--- src/rtl/if_fetch_queue.sv ---
// Decoupled instruction-fetch front end. It owns the PC, drives imem, and buffers
// up to DEPTH {inst, PC, PC+4} entries for ID behind a valid/ready handshake.
module if_fetch_queue #(
  parameter int              XLEN     = 32,
  parameter int              DEPTH    = 4,
  parameter logic [XLEN-1:0] RESET_PC = XLEN'(32'h0001_0000),
  parameter logic [31:0]     NOP_INST = 32'h0000_0013
) (
  input  logic                       clk,
  input  logic                       reset_x,
  output logic [XLEN-1:0]            o_imemAddr,
  input  logic [31:0]                i_imemInst,
  input  logic                       i_redirect,
  input  logic [XLEN-1:0]            i_redirectPC,
  output logic                       o_valid,
  input  logic                       i_ready,
  output logic [31:0]                o_inst,
  output logic [XLEN-1:0]            o_PC,
  output logic [XLEN-1:0]            o_PCPlus4,
  output logic [$clog2(DEPTH+1)-1:0] o_count,
  output logic                       o_full
);

  localparam int PW = $clog2(DEPTH);
  localparam int CW = $clog2(DEPTH + 1);

  logic [XLEN-1:0] pc;
  logic [PW-1:0]   rd_ptr;
  logic [PW-1:0]   wr_ptr;
  logic [CW-1:0]   count;

  logic [31:0]     inst_mem [DEPTH];
  logic [XLEN-1:0] pc_mem   [DEPTH];
  logic [XLEN-1:0] pc4_mem  [DEPTH];

  logic non_empty;
  logic pop;
  logic push;

  // A redirect suppresses both sides; a pop frees a slot for a same-cycle push when full.
  assign non_empty = (count != '0);
  assign pop       = non_empty & i_ready & ~i_redirect;
  assign push      = ~i_redirect & ((count < CW'(DEPTH)) | pop);

  assign o_imemAddr = pc;
  assign o_valid    = non_empty & ~i_redirect;
  assign o_count    = count;
  assign o_full     = (count == CW'(DEPTH));

  always_comb begin
    o_inst    = NOP_INST;
    o_PC      = '0;
    o_PCPlus4 = '0;
    if (non_empty) begin
      o_inst    = inst_mem[rd_ptr];
      o_PC      = pc_mem[rd_ptr];
      o_PCPlus4 = pc4_mem[rd_ptr];
    end
  end

  always_ff @(posedge clk) begin
    if (!reset_x) begin
      pc     <= RESET_PC;
      rd_ptr <= '0;
      wr_ptr <= '0;
      count  <= '0;
    end else if (i_redirect) begin
      pc     <= {i_redirectPC[XLEN-1:1], 1'b0};
      rd_ptr <= '0;
      wr_ptr <= '0;
      count  <= '0;
    end else begin
      if (push) begin
        pc     <= pc + XLEN'(4);
        wr_ptr <= wr_ptr + PW'(1);
      end
      if (pop) begin
        rd_ptr <= rd_ptr + PW'(1);
      end
      count <= count + CW'(push) - CW'(pop);
    end
  end

  // Storage carries no reset; occupancy alone decides which slots are meaningful.
  always_ff @(posedge clk) begin
    if (push) begin
      inst_mem[wr_ptr] <= i_imemInst;
      pc_mem[wr_ptr]   <= pc;
      pc4_mem[wr_ptr]  <= pc + XLEN'(4);
    end
  end

endmodule
--- config.mk ---
export PLATFORM = sky130hd
export DESIGN_NAME = if_fetch_queue
export DESIGN_NICKNAME = d
export VERILOG_FILES = /design/src/rtl/if_fetch_queue.sv
export SDC_FILE = /design/constraint.sdc
export NUM_CORES = 1
export LEC_CHECK = 0
export BUFFER_PORTS_ARGS = -buffer_cell sky130_fd_sc_hd__buf_2
export CORE_ASPECT_RATIO = 1.1
export CORE_UTILIZATION = 30
export CTS_CLUSTER_SIZE = 12
export DETAILED_ROUTE_END_ITERATION = 10
export GPL_ROUTABILITY_DRIVEN = 0
export PLACE_DENSITY = 0.47
export SETUP_SLACK_MARGIN = 0.05
export SLEW_MARGIN = 20
export SYNTH_ARGS = -nofsm -noshare
export SYNTH_HDL_FRONTEND = slang
export SYNTH_SLANG_ARGS = --single-unit
--- constraint.sdc ---
create_clock -name clk -period 5.9 [get_ports clk]
set_input_delay 1.18 -clock clk [delete_from_list [all_inputs] [get_ports clk]]
set_output_delay 1.18 -clock clk [all_outputs]
set_load 0.02 [all_outputs]
# ---- Word level (Yosys, flattened, before mapping)
# Memories as Yosys holds them, arrays and structs flattened. A register that Yosys moved wholly into a read port is not among the register bits.
# Cells that the tools add are included.
dict set report totals {
  rom_bits 0
  mem_bits_rw 384
  memories 3
  reg_bits 39
  output_inout_bits 133
  latch_bits 0
}
dict set report classes {
  reduce_logical 3
  shifts 0
  eq_ne 1
  div 0
  n_mul 0
  magnitude_cmp 1
  bitwise 7
  addsub 5
  muxes 13
}
# memory depth word_bits rd rd_ports_with_merged_regs write_ports line
set memory_table {}
lappend memory_table {inst_mem 4 32 1 1 1 32} ;# logic [31:0] inst_mem [DEPTH];
lappend memory_table {pc4_mem 4 32 1 1 1 34} ;# logic [XLEN-1:0] pc4_mem [DEPTH];
lappend memory_table {pc_mem 4 32 1 1 1 33} ;# logic [XLEN-1:0] pc_mem [DEPTH];
# op count
set op_table {}
lappend op_table {{2-to-1 mux 32 bit} 5}
lappend op_table {{adder 32 x 3 -> 32 bit (second input constant)} 1}
lappend op_table {{2-to-1 mux 2 bit} 6}
lappend op_table {{adder 2 x 1 -> 2 bit (second input constant)} 2}
lappend op_table {{AND 1 bit} 4}
lappend op_table {{adder 3 x 1 -> 3 bit} 1}
lappend op_table {{== test 3 bit (second input constant)} 1}
lappend op_table {{less-than comparator 3 bit (second input constant)} 1}
lappend op_table {{nonzero test 3 bit} 1}
lappend op_table {{subtractor 3 x 1 -> 3 bit} 1}
lappend op_table {{2-to-1 mux 1 bit} 2}
lappend op_table {{NOT 1 bit} 2}
lappend op_table {{nonzero test 2 bit} 1}
lappend op_table {{OR reduction 2 bit} 1}
lappend op_table {{bitwise OR 1 bit} 1}

# ---- Depth between registers and ports, before layout
# Gate-level depths: netlist of run 1.
dict set report depth {
  word_depth 7
  depth_mapped 12
  ltp_nobuf 11
}

# ---- Worst setup path after synthesis of run 1
# Ideal clock, no wire load.
dict set report synth_path {
  path_type {input-to-reg}
  from {input i_redirect}
  to {memory inst_mem[0][0], enable pin}
  arrival_time_ns 4.208
  slack_ns 1.229
  setup_ns 0.463
  stages 5
  required_ns 5.437
  cell_sequence {clkbuf_1 -> nand2b_1 -> clkbuf_1 -> nand2_1 -> and3_1}
}
dict set report synth_between {
  elab_chain_cells 6
}
# element line
set synth_lines {}
lappend synth_lines {{start: declaration} 13} ;# input logic i_redirect,
lappend synth_lines {{NOT 1 bit (*)} {42, 43}}
lappend synth_lines {{AND 1 bit} 42} ;# assign pop = non_empty & i_ready & ~i_redirect;
lappend synth_lines {{bitwise OR 1 bit} 43} ;# assign push = ~i_redirect & ((count < CW'(DEPTH)) | pop);
lappend synth_lines {{AND 1 bit (*)} 43}
lappend synth_lines {{2-to-1 mux 1 bit (*)} 86} ;# if (push) begin
lappend synth_lines {{2-to-1 mux 1 bit (implied by the code) (*)} 87} ;# inst_mem[wr_ptr] <= i_imemInst;
lappend synth_lines {{end: declaration} 32}
# Mark *: on every way between the ends. The rest lies on a longest branch, timed or not.

==> results of run 1 <==
[path summary, 6_finish.rpt]
kind                                  from    endpoint  slack (ps)  cells past startpoint
worst max register to register  o_count[2]  o_count[2]        2750                     12
worst min register to register   wr_ptr[1]   wr_ptr[1]         510                      2
worst max-delay path              register     o_PC[1]        1770                      4
worst min-delay path             wr_ptr[1]   wr_ptr[1]         510                      2
[placed cells by master, fill, tap and decap left out, drive strengths merged, types with 2 or more instances in the layout]
cell / n
a2111oi: 4
a211oi: 10
a21oi: 10
a311o: 2
a31oi: 14
and2: 3
and3: 8
and4: 6
buf: 214
clkbuf: 65
clkinv: 16
conb: 3
dfxtp: 40
edfxtp: 372
ha: 7
inv: 16
mux4: 93
nand2: 22
nand2b: 2
nand3: 15
nand4: 8
nor2: 26
nor2b: 92
nor3: 16
nor4: 6
o211ai: 2
o21ai: 24
o31ai: 9
or2: 3
or3: 3
or4: 11
xnor2: 27
xor2: 16
[layer usage]
metal,up-vias,routed length (um)
met3,65,2510
met4,8,855
met1,4735,18600
met2,244,20300
li1,4126,-
met5,-,53
[report_power, final]
group,internal [mW],switching [mW]
sequential,3.31,0.0702
clock,1.51,1.13
combinational,0.178,0.307
[worst max-delay path, delay by kind of cell, from the launching register on]
| kind | cells | cell delay, ps |
|---|---|---|
| simple gates | 1 | 160 |
| buf+inv | 2 | 710 |
| mux | 1 | 580 |
| flops | 1 | 910 |
[kinds of logic after synthesis]
| logic type | Yosys count | synth area share |
|---|---|---|
| compound gates | 83 | 0.0325 |
| mux | 94 | 0.126 |
| flops | 412 | 0.716 |
| other cells | 1 | 0.000224 |
| simple gates | 223 | 0.0775 |
| xor+xnor | 43 | 0.0225 |
| buf+inv | 75 | 0.0194 |
| fa+ha+maj | 8 | 0.00643 |
[metrics by stage]
| stage | setup slack [ps] | hold slack [ps] | util |
|---|---|---|---|
| CTS | 1550 | 509 | 0.364 |
| floorplan | 1230 | 465 | - |
| finish | 1770 | 506 | 0.364 |
| global placement | 1760 | 479 | 0.339 |
| detailed placement | 1750 | 485 | 0.339 |
| global route | 1460 | 527 | 0.364 |
[flip-flops by register name, indices dropped and copies added (netlist names), named ones only]
| register | count |
|---|---|
| inst_mem | 128 |
| o_count | 3 |
| o_imemAddr | 31 |
| pc4_mem | 123 |
| pc_mem | 121 |
| rd_ptr | 2 |
| wr_ptr | 2 |
[final cells by class]
class / count / area (um^2) / area share
antenna: 1 / 2.50 / 0.000125
clock buffer: 65 / 1240 / 0.0622
clock inverter: 18 / 134 / 0.00670
inverter: 16 / 60.1 / 0.00300
multi-input combinational: 454 / 4460 / 0.223
sequential: 412 / 12000 / 0.599
tap: 736 / 921 / 0.0461
timing repair buffer: 214 / 1190 / 0.0596
==> results by stage, run 1 <==
Global routing:
- The pin count of the biggest net entering global routing is 64.
- The met3 usage in global routing is 0.0399.
- The via count of the first global-routing pass came to 9449.
- The global-route track usage on met2 is 0.241.
- Global routing finished with a remaining overflow of 0.
- The first global-routing pass estimated 63000 um of wire.
- For met1 alone, demand over resource in global routing was 0.202.
- After global routing, the most crowded layer is met2.
- The number of antenna violations at the first check in global routing is 5.
- The overall routing resource usage is 0.151.

Timing:
- Setup repair after global routing left no endpoint under its margin.
- Counting I/O delays and the setup requirement, the final critical path takes 4130 ps.
- For the pin with the worst max-slew slack, the measured transition is 1060 ps.
- The final count of hold timing violations is 0.
- Between clock sinks in the finished design, the worst skew comes to 24.2 ps.
- The worst slew margin relative to its limit is 0.289.
- Setup total negative slack on the finished layout was measured at 0 ps.
- The final setup violation count is 0.
- The final-report max-slew violation count is 0.
- The post-route fraction of the period consumed by the critical path is 0.700.
- The top achievable clock speed is 242 MHz.

Routing:
- The number of nets with antenna violations after routing is 0.
- The final route contains 9178 vias.
- The count of routing violations after the opening detailed-route iteration is 436.
- The residual DRC count is 0.
- In the routed layout, each cell is associated on average with a via count of 4.79.
- In the final routed layout, each cell accounts on average for 22.1 um.
- Wires add up to 42300 um.
- For this run, the detailed router's first-pass iteration total came to 5.

Pwr:
- The analysis attributes to cell leakage a power of 6.69 nW.
- Across the VDD grid, the largest voltage drop is 0.196 mV.
- Total power for the finished layout comes to 6.51 mW.
- The power per cell area is 326 nW/um^2.

Die:
- The initial core utilization is 0.304.
- The total number of placement rows is 90.
- The die is 250 um tall.
- The die outline area is 56700 um^2.
- 201 I/O pins were placed.
- The horizontal die dimension is 227 um.
- In this run the standard cell core region covers 55000 um^2.

Logic synthesis:
- For this run, the number of Yosys warnings is 0.
- In the post-synthesis netlist, the cell with the most instances is sky130_fd_sc_hd__edfxtp_1.
- A synthesized cell averages 17.8 um^2.
- The biggest area contributor in the post-synthesis netlist is sky130_fd_sc_hd__edfxtp_1.
- The mapped cell area is 16700 um^2.
- The portion of the post-synthesis area used by sequential elements is 0.716.
- The synthesized design contains 372 enable-type register cells.
- The number of library cell types mapped by synthesis is 51.
- The commonest cells after synthesis are 372 x sky130_fd_sc_hd__edfxtp_1, 93 x sky130_fd_sc_hd__mux4_2, 92 x sky130_fd_sc_hd__nor2b_1, 40 x sky130_fd_sc_hd__dfxtp_1, 36 x sky130_fd_sc_hd__clkbuf_1.
- For this run, the leading register cell type out of synthesis is sky130_fd_sc_hd__edfxtp_1.
- In the post-synthesis netlist, the biggest area contributors are sky130_fd_sc_hd__edfxtp_1 67%, sky130_fd_sc_hd__mux4_2 13%, sky130_fd_sc_hd__dfxtp_1 4.8%.
- The share of synthesized area in the top cell type comes to 0.668.
- Synthesis handed over a netlist of 939 instances.
- After synthesis the netlist holds a flip-flop and latch count of 412.
- After synthesis, the share of flip-flops with an asynchronous set or reset is 0.

Final layout:
- The design area is 20000 um^2.
- The synthesis-to-finish area growth is 19.5%.
- The number of inserted filler cells in the final layout is 5282.
- The number of standard cells in the final layout excluding fillers is 1916.
- The final layout contains 1220 nets.
- The fraction of layout instances using a drive strength above 1 is 0.321.

Setup path:
- Among all stages on the critical path, the largest delay is contributed by sky130_fd_sc_hd__dfxtp_4.
- The critical path capture point type is a primary output.
- The signal on the critical path passes through buf_4, mux4_2, nor2b_1, buf_2.
- The type of the worst setup path is reg2out.
- Data arrives at the worst endpoint at 2950 ps.
- The maximum net fanout on the critical path is 38.
- The delay of the slowest cell on the worst path is 910 ps.
- The startpoint class of the critical path is a register.
- At the worst endpoint, the required time is 4720 ps.

Clock network:
- After clock tree synthesis, the setup repair step added 0 buffers.
- The clock passes through at most 3 buffers.
- The clock root buffer is sky130_fd_sc_hd__clkbuf_16.
- The clock drives 412 sinks.
- The count of instances resized after the clock tree is built is 0.
- The clock insertion delay at the later pin of the skew report is 580 ps.
- TritonCTS built the clock tree.
- The total of hold buffers inserted after clock tree synthesis is 0.
- The clock-pin transition on the worst setup and hold timing paths is 60 ps.
- The H-tree was split into 2 levels.
- The number of clock buffers added by TritonCTS is 46.

Placed design:
- The post-detailed-placement half-perimeter wirelength is 25200 um.
- In this run the cell area measured after placement is 18600 um^2.
- The quantity of I/O buffers inserted on ports is 196.
- After detailed placement, the design holds a cell count of 1832.

Outcome:
- The flow ran to the end, and the final reports show no timing, DRC or antenna violations.

Hold path:
- The type of the worst min-delay path is reg2reg.

Run:
- The max-capacitance violation count is 0.
No activity file was read; power rests on OpenSTA's default activity.
==> inputs of run 2 (changes only) <==
ABC_AREA = 1   (was default)
clock period = 4.1 ns   (was 5.9 ns; I/O delays follow)
==> results by stage, run 2 <==
Clock network:
- Clock tree synthesis selected as its root buffer the cell sky130_fd_sc_hd__clkbuf_16.
- Counting along the longest clock path gives a buffer depth of 3.
- Counting the buffers created by CTS gives 45.
- In this run, post-CTS repair resized a total of 0 instances.
- The total of hold buffers inserted after clock tree synthesis is 0.
- The clock net in this run drives a total of 412 sinks.
- TritonCTS built the clock tree.
- In this run the post-CTS setup repair buffer count came out at 0.
- After clock tree synthesis, the clock-pin slew on the worst setup and hold paths is 60 ps.
- In this run the number of H-tree levels came out at 2.
- The clock insertion delay at the later pin of the skew report is 570 ps.

Final layout:
- The design area is 20100 um^2.
- The most common cell after layout, fill and taps aside is sky130_fd_sc_hd__nor2_1.
- Of the cells placed in the final design, the portion with a size suffix greater than 1 is 0.173.
- Relative to the synthesized area, the layout overhead comes to 19.2%.
- The net count of the finished layout is 1785.
- The largest register by flop count is inst_mem.
- The flip-flop count of the largest register after layout is 128.
- The antenna cell count is 0.
- The final cell utilization of the core is 0.365.
- In the layout the commonest cells are 436 x sky130_fd_sc_hd__nor2_1, 372 x sky130_fd_sc_hd__edfxtp_1, 196 x sky130_fd_sc_hd__buf_2.
- The largest registers in the layout are inst_mem: 128 flops, pc4_mem: 123 flops, pc_mem: 121 flops.

Die:
- The overall die height is 251 um.
- The floorplan has 90 rows.
- The region available for standard cell placement spans 55200 um^2.
- The initial core utilization is 0.306.
- The die outline area is 57200 um^2.
- The floorplan step set the die width to 228 um.
- For this design the top-level I/O count stands at 201.

Logic synthesis:
- Synthesis produced 1522 cells.
- The number of different library cells used by synthesis comes to 33.
- The share of the Yosys chip area taken by registers is 0.709.
- The async set-or-reset flop fraction in the synthesized netlist is 0.
- The most repeated cell in the gate-level netlist after synthesis is sky130_fd_sc_hd__nor2_1.
- After synthesis, the most frequently instantiated cells are 440 x sky130_fd_sc_hd__nor2_1, 372 x sky130_fd_sc_hd__edfxtp_1, 191 x sky130_fd_sc_hd__o21ai_0, 142 x sky130_fd_sc_hd__nand2_1, 129 x sky130_fd_sc_hd__a21oi_1.
- Of the post-synthesis cell area, the dominant cell type holds 0.661.
- The average cell area after synthesis is 11.1 um^2.
- After synthesis the netlist holds a flip-flop and latch count of 412.
- The number of enable-type register cells in the synthesized netlist is 372.
- By area the synthesized netlist is led by sky130_fd_sc_hd__edfxtp_1 66%, sky130_fd_sc_hd__nor2_1 9.8%, sky130_fd_sc_hd__o21ai_0 5.7%.
- In the synthesized netlist the dominant register cell turns out to be sky130_fd_sc_hd__edfxtp_1.
- The cell taking the most area after synthesis is sky130_fd_sc_hd__edfxtp_1.
- The mapped cell area is 16900 um^2.
- The count of warnings emitted by yosys is 0.

Pwr:
- The reported leakage power is 7.33 nW.
- The power per cell area is 462 nW/um^2.
- The peak ir drop on the vdd network is 0.258 mV.

Setup path:
- The critical path is of the reg2out type.
- Grouping stages by cell kind, the critical path spends the most delay in buffers and inverters.
- The length in cells of the worst reg-to-reg path is 7.
- Traced cell by cell, the critical path runs through inv_1, nand2_2, clkinv_2, buf_4, buf_4, a21oi_1, buf_2.
- The critical path capture point type is a primary output.
- For this run, the slowest stage of the critical path takes 480 ps.
- The data arrival time at the worst-slack endpoint is 2610 ps.
- Across all register-to-register paths, the minimum setup slack is 1470 ps.
- The startpoint class of the critical path is a register.
- The slowest stage of the critical path belongs to the cell sky130_fd_sc_hd__dfxtp_1.
- The maximum net fanout on the critical path is 11.
- The buffers plus inverters on the worst setup path is 5.
- Tracing the worst setup path back leads to its startpoint at o_count[2].
- The most frequent cell on the critical path is sky130_fd_sc_hd__buf_4.
- The critical path data required time is 3280 ps.
- The worst register-to-register path begins at o_count[2].
- The reg-to-reg endpoint is pc4_mem[2][22].

Routing:
- After the first detailed-routing iteration, the DRC count stood at 807.
- In the routed design, unresolved DRC markers number 0.
- The detail-routed via count per cell is 4.66.
- The total wire length after detailed routing is 48300 um.
- For this run, the detailed router's first-pass iteration total came to 5.
- The total via count after detailed routing is 11554.
- The count of nets left with antenna violations once routing finished came out at 0.
- The detail-routed net length per standard cell is 19.5 um.

Timing:
- Setup repair after global routing left no endpoint under its margin.
- The final setup violation count is 0.
- Subtracting the final worst setup slack from the clock period gives 3430 ps.
- The final hold slack is 466 ps.
- The final count of hold timing violations is 0.
- The post-route fraction of the period consumed by the critical path is 0.837.
- Headroom to the max-slew limit came out at 0.457.
- The pin slew with the least headroom to its limit is 812 ps.
- The worst path meets setup with 668 ps of slack.
- The final-report max-slew violation count was 0.
- Based on the critical path, the design can be clocked at up to 291 MHz.
- The worst-case clock skew is 13.0 ps.

Outcome:
- The flow ran to the end, and the final reports show no timing, DRC or antenna violations.

Placed design:
- The count of buffers added on input and output ports is 196.
- Detailed placement finished with a half-perimeter wire length of 28900 um.
- OpenSTA, run right after detailed placement, puts the worst setup slack at 1210 ps.
- The instance area at placement is 18800 um^2.

Global routing:
- Entering global routing, the biggest net connects 103 pins.
- The overall routing resource usage is 0.168.
- The number of antenna violations at the first check in global routing is 0.
- The via count of the first global-routing pass is 11211.
- Summed over all layers, the global routing overflow is 0.
- The global-route wire length before repair is 72100 um.

Hold path:
- The source of the worst hold timing path is rd_ptr[1].
- The cell depth of the worst min-delay path is 2.
- The type of the worst min-delay path is reg2reg.

Run:
- The max-capacitance violation count is 0.
## run 2: cell count changes after synthesis, moves of 21 or more
| cell | previous run | this run |
|---|---|---|
| sky130_fd_sc_hd__nor2_1 | 26 | 440 |
| sky130_fd_sc_hd__o21ai_0 | 24 | 191 |
| sky130_fd_sc_hd__nand2_1 | 22 | 142 |
| sky130_fd_sc_hd__a21oi_1 | 10 | 129 |
| sky130_fd_sc_hd__mux4_2 | 93 | 0 |
| sky130_fd_sc_hd__nor2b_1 | 92 | 0 |
| sky130_fd_sc_hd__inv_1 | 16 | 43 |
| sky130_fd_sc_hd__xnor2_1 | 27 | 6 |
## run 2: area by class of cell
class	instances	area, um^2
Clock buffer	64	1220
Clock inverter	17	120
Fill cell	5528	35000
Inverter	46	179
Multi-Input combinational cell	981	4400
Sequential cell	412	12000
Tap cell	736	921
Timing Repair Buffer	223	1310
## run 2: cells by family after synthesis
kind of cell | synth area share
other cells | 0.000222
compound gates | 0.102
flops | 0.709
xor+xnor | 0.00778
buf+inv | 0.0326
fa+ha+maj | 0.00637
simple gates | 0.142
## run 2: per-stage QoR
| step | power, mW | TNS (ps) | std cells |
|---|---|---|---|
| after detailed placement | 5.66 | 0 | 2398 |
| after floorplan | 5.32 | -16090 | 1524 |
| after CTS | 9.45 | 0 | 2479 |
| after global routing | 9.66 | 0 | 2479 |
| final | 9.30 | 0 | 2479 |
| after global placement | 5.65 | 0 | 2398 |
## run 2: power by group
group          switching, mW  internal (mW)
Sequential            0.0859           4.76
Combinational          0.516          0.196
Clock                   1.61           2.13
## run 2: how the worst max path moves through the flow
stage	to	slack, ps	depth (start not counted)
global route	o_PCPlus4[26]	510	7
CTS	o_PCPlus4[26]	600	7
global placement	o_PCPlus4[26]	1230	7
finish	o_PCPlus4[26]	670	7
floorplan	inst_mem[0][0]	-40	4
detailed placement	o_PCPlus4[26]	1210	7
## run 2: worst register-to-register path, delay by kind of cell, from the launching register on
| family | cells | cell delay [ps] |
|---|---|---|
| AOI/OAI and AO/OA | 1 | 150 |
| and+or+nand+nor | 3 | 1000 |
| buffers and inverters | 3 | 700 |
| DFF | 1 | 480 |
## run 2: metal layers
layer,up-vias,part of all wire,track usage
li1,5640,-,-
met1,5583,0.44,0.219
met2,255,0.48,0.281
met3,76,0.055,0.0320
met4,0,0.025,0.0558
met5,-,0,0
==> inputs of run 3 (changes only) <==
ABC_AREA = 0   (was 1)
clock period = 3.4 ns   (was 4.1 ns; I/O delays follow)
==> results by stage, run 3 (same netlist as run 1, synthesis figures left out) <==
Global routing:
- The pin count of the biggest net entering global routing is 82.
- The overall routing resource usage is 0.150.
- The via count of the first global-routing pass is 9763.
- The aggregate global routing overflow is 0.
- The global-route wire length before repair is 62800 um.
- The number of antenna violations at the first check in global routing is 6.

Die:
- The die outline area is 56700 um^2.
- The initial core utilization is 0.304.
- From left edge to right edge, the die measures 227 um.
- The floorplan has 90 rows.
- The core footprint is 55000 um^2.
- The overall die height is 250 um.
- 201 I/O pins were placed.

Timing:
- The final-report max-slew violation count is 0.
- The post-route fraction of the period consumed by the critical path is 0.913.
- Counting I/O delays and the setup requirement, the final critical path takes 3110 ps.
- Setup repair after global routing left no endpoint under its margin.
- The final setup violation count is 0.
- The top achievable clock speed is 322 MHz.
- The worst slew margin relative to its limit is 0.487.
- The pin slew with the least headroom to its limit is 766 ps.
- The worst-case clock skew is 27.2 ps.
- Setup total negative slack on the finished layout was measured at 0 ps.
- The final count of hold timing violations is 0.

Setup path:
- The worst setup path is captured at a primary output.
- At the worst endpoint, the required time is 2720 ps.
- In this run the worst path has a maximum fanout of 54.
- At the worst endpoint, the arrival time is 2430 ps.
- The worst setup path is launched from a register.
- The type of the worst setup path is reg2out.

Routing:
- The detail-routed net length per standard cell is 21.8 um.
- For this block, the initial DRC count from the detailed router was 465.
- The count of nets left with antenna violations once routing finished came out at 0.
- Using the TritonRoute via totals, the vias-per-cell ratio works out to 4.80.
- The first detailed-routing pass ran for 5 iterations.
- The residual DRC count is 0.
- The total wire length after detailed routing is 42100 um.
- The total via count after detailed routing is 9290.

Final layout:
- The flip-flop count of the largest register after layout is 128.
- The largest register by flop count is inst_mem.
- The synthesis-to-finish area growth is 21.9%.
- At the end of the flow the core is filled with cells to 0.371.
- The number of inserted filler cells in the final layout is 5288.
- The most common cell after layout, fill and taps aside is sky130_fd_sc_hd__edfxtp_1.
- The top cell types in the final layout, fill and taps aside, are 372 x sky130_fd_sc_hd__edfxtp_1, 196 x sky130_fd_sc_hd__buf_2, 93 x sky130_fd_sc_hd__mux4_2.
- In the final layout, the share of cells above drive strength 1 is 0.340.
- After the last flow step, the layout net total stands at 1237.
- In the final layout, the registers with the most flip-flops are inst_mem: 128 flops, pc4_mem: 123 flops, pc_mem: 121 flops.
- Once layout is done, the placed cells without fillers occupy 20400 um^2.

Clock network:
- The number of setup buffers added after CTS is 0.
- The clock tree from TritonCTS is yes.
- The clock insertion delay at the later pin of the skew report is 580 ps.
- In this run, CTS created clock tree buffers numbering 46.
- CTS saw 412 sinks.
- The total of hold buffers inserted after clock tree synthesis is 0.
- The deepest clock path buffer count is 3.
- Clock tree synthesis selected as its root buffer the cell sky130_fd_sc_hd__clkbuf_16.
- The clock-pin transition on the worst setup and hold timing paths is 60 ps.
- The count of instances resized after the clock tree is built is 0.
- The H-tree was split into 2 levels.

Pwr:
- The worst-case IR drop observed on VDD is 0.381 mV.
- For this design the ratio of total power to cell area is 576 nW/um^2.
- The analysis attributes to cell leakage a power of 6.89 nW.

Placed design:
- The HPWL after detailed placement is 25700 um.
- The instance area at placement is 18800 um^2.
- The quantity of I/O buffers inserted on ports is 196.

Outcome:
- The run finished with clean final reports.

Hold path:
- The type of the worst min-delay path is in2reg.

Run:
- The tool flagged a number of max-cap violations equal to 0.
==> run 3: area by class of cell <==
class	instances	area, um^2	area share
repair buffers	231	1420	0.0696
well taps	736	921	0.0452
inverters	16	60.1	0.00295
flip-flops and latches	412	12000	0.588
multi-input cells	454	4460	0.219
diodes	1	2.50	0.000123
clock inverters	22	255	0.0125
clock buffers	62	1280	0.0629
==> run 3: per-stage QoR <==
step / hold slack (ps) / instances / power, mW / setup WS (ps)
6_report: 333 / 1934 / 11.7 / 294
5_1_grt: 292 / 1934 / 12.2 / 182
3_5_place_dp: 491 / 1849 / 6.86 / 712
2_1_floorplan: 465 / 941 / 6.45 / 277
3_3_place_gp: 479 / 1849 / 6.84 / 742
4_1_cts: 282 / 1933 / 12.0 / 221
==> run 3: routing by layer <==
layer  GRT usage  vias to the layer above  share of wire
li1            -                     4165              -
met1       0.199                     4805           0.44
met2       0.244                      252           0.48
met3      0.0397                       58          0.064
met4      0.0374                       10          0.018
met5           0                        -         0.0015
==> run 3: final timing paths <==
check	depth (start not counted)	endpoint	startpoint	slack [ps]
max	4	o_PCPlus4[2]	register	290
min	1	inst_mem[2][3]	i_imemInst[3]	330
max reg2reg	5	pc4_mem[0][24]	o_imemAddr[3]	770
min reg2reg	2	wr_ptr[1]	wr_ptr[1]	500
==> run 3: report_power, final <==
group	leakage, nW	total (mW)	internal [mW]	switching, mW
clock network	0.748	5.02	3.02	1.99
registers	3.79	5.83	5.74	0.0935
logic	2.35	0.892	0.331	0.561
total	6.89	11.7	9.09	2.65
==> run 3: critical path: stages (launching register included) <==
cell,delay (ps)
sky130_fd_sc_hd__dfxtp_4,370
sky130_fd_sc_hd__buf_12,330
sky130_fd_sc_hd__mux4_2,630
sky130_fd_sc_hd__nor2b_1,190
sky130_fd_sc_hd__buf_2,190
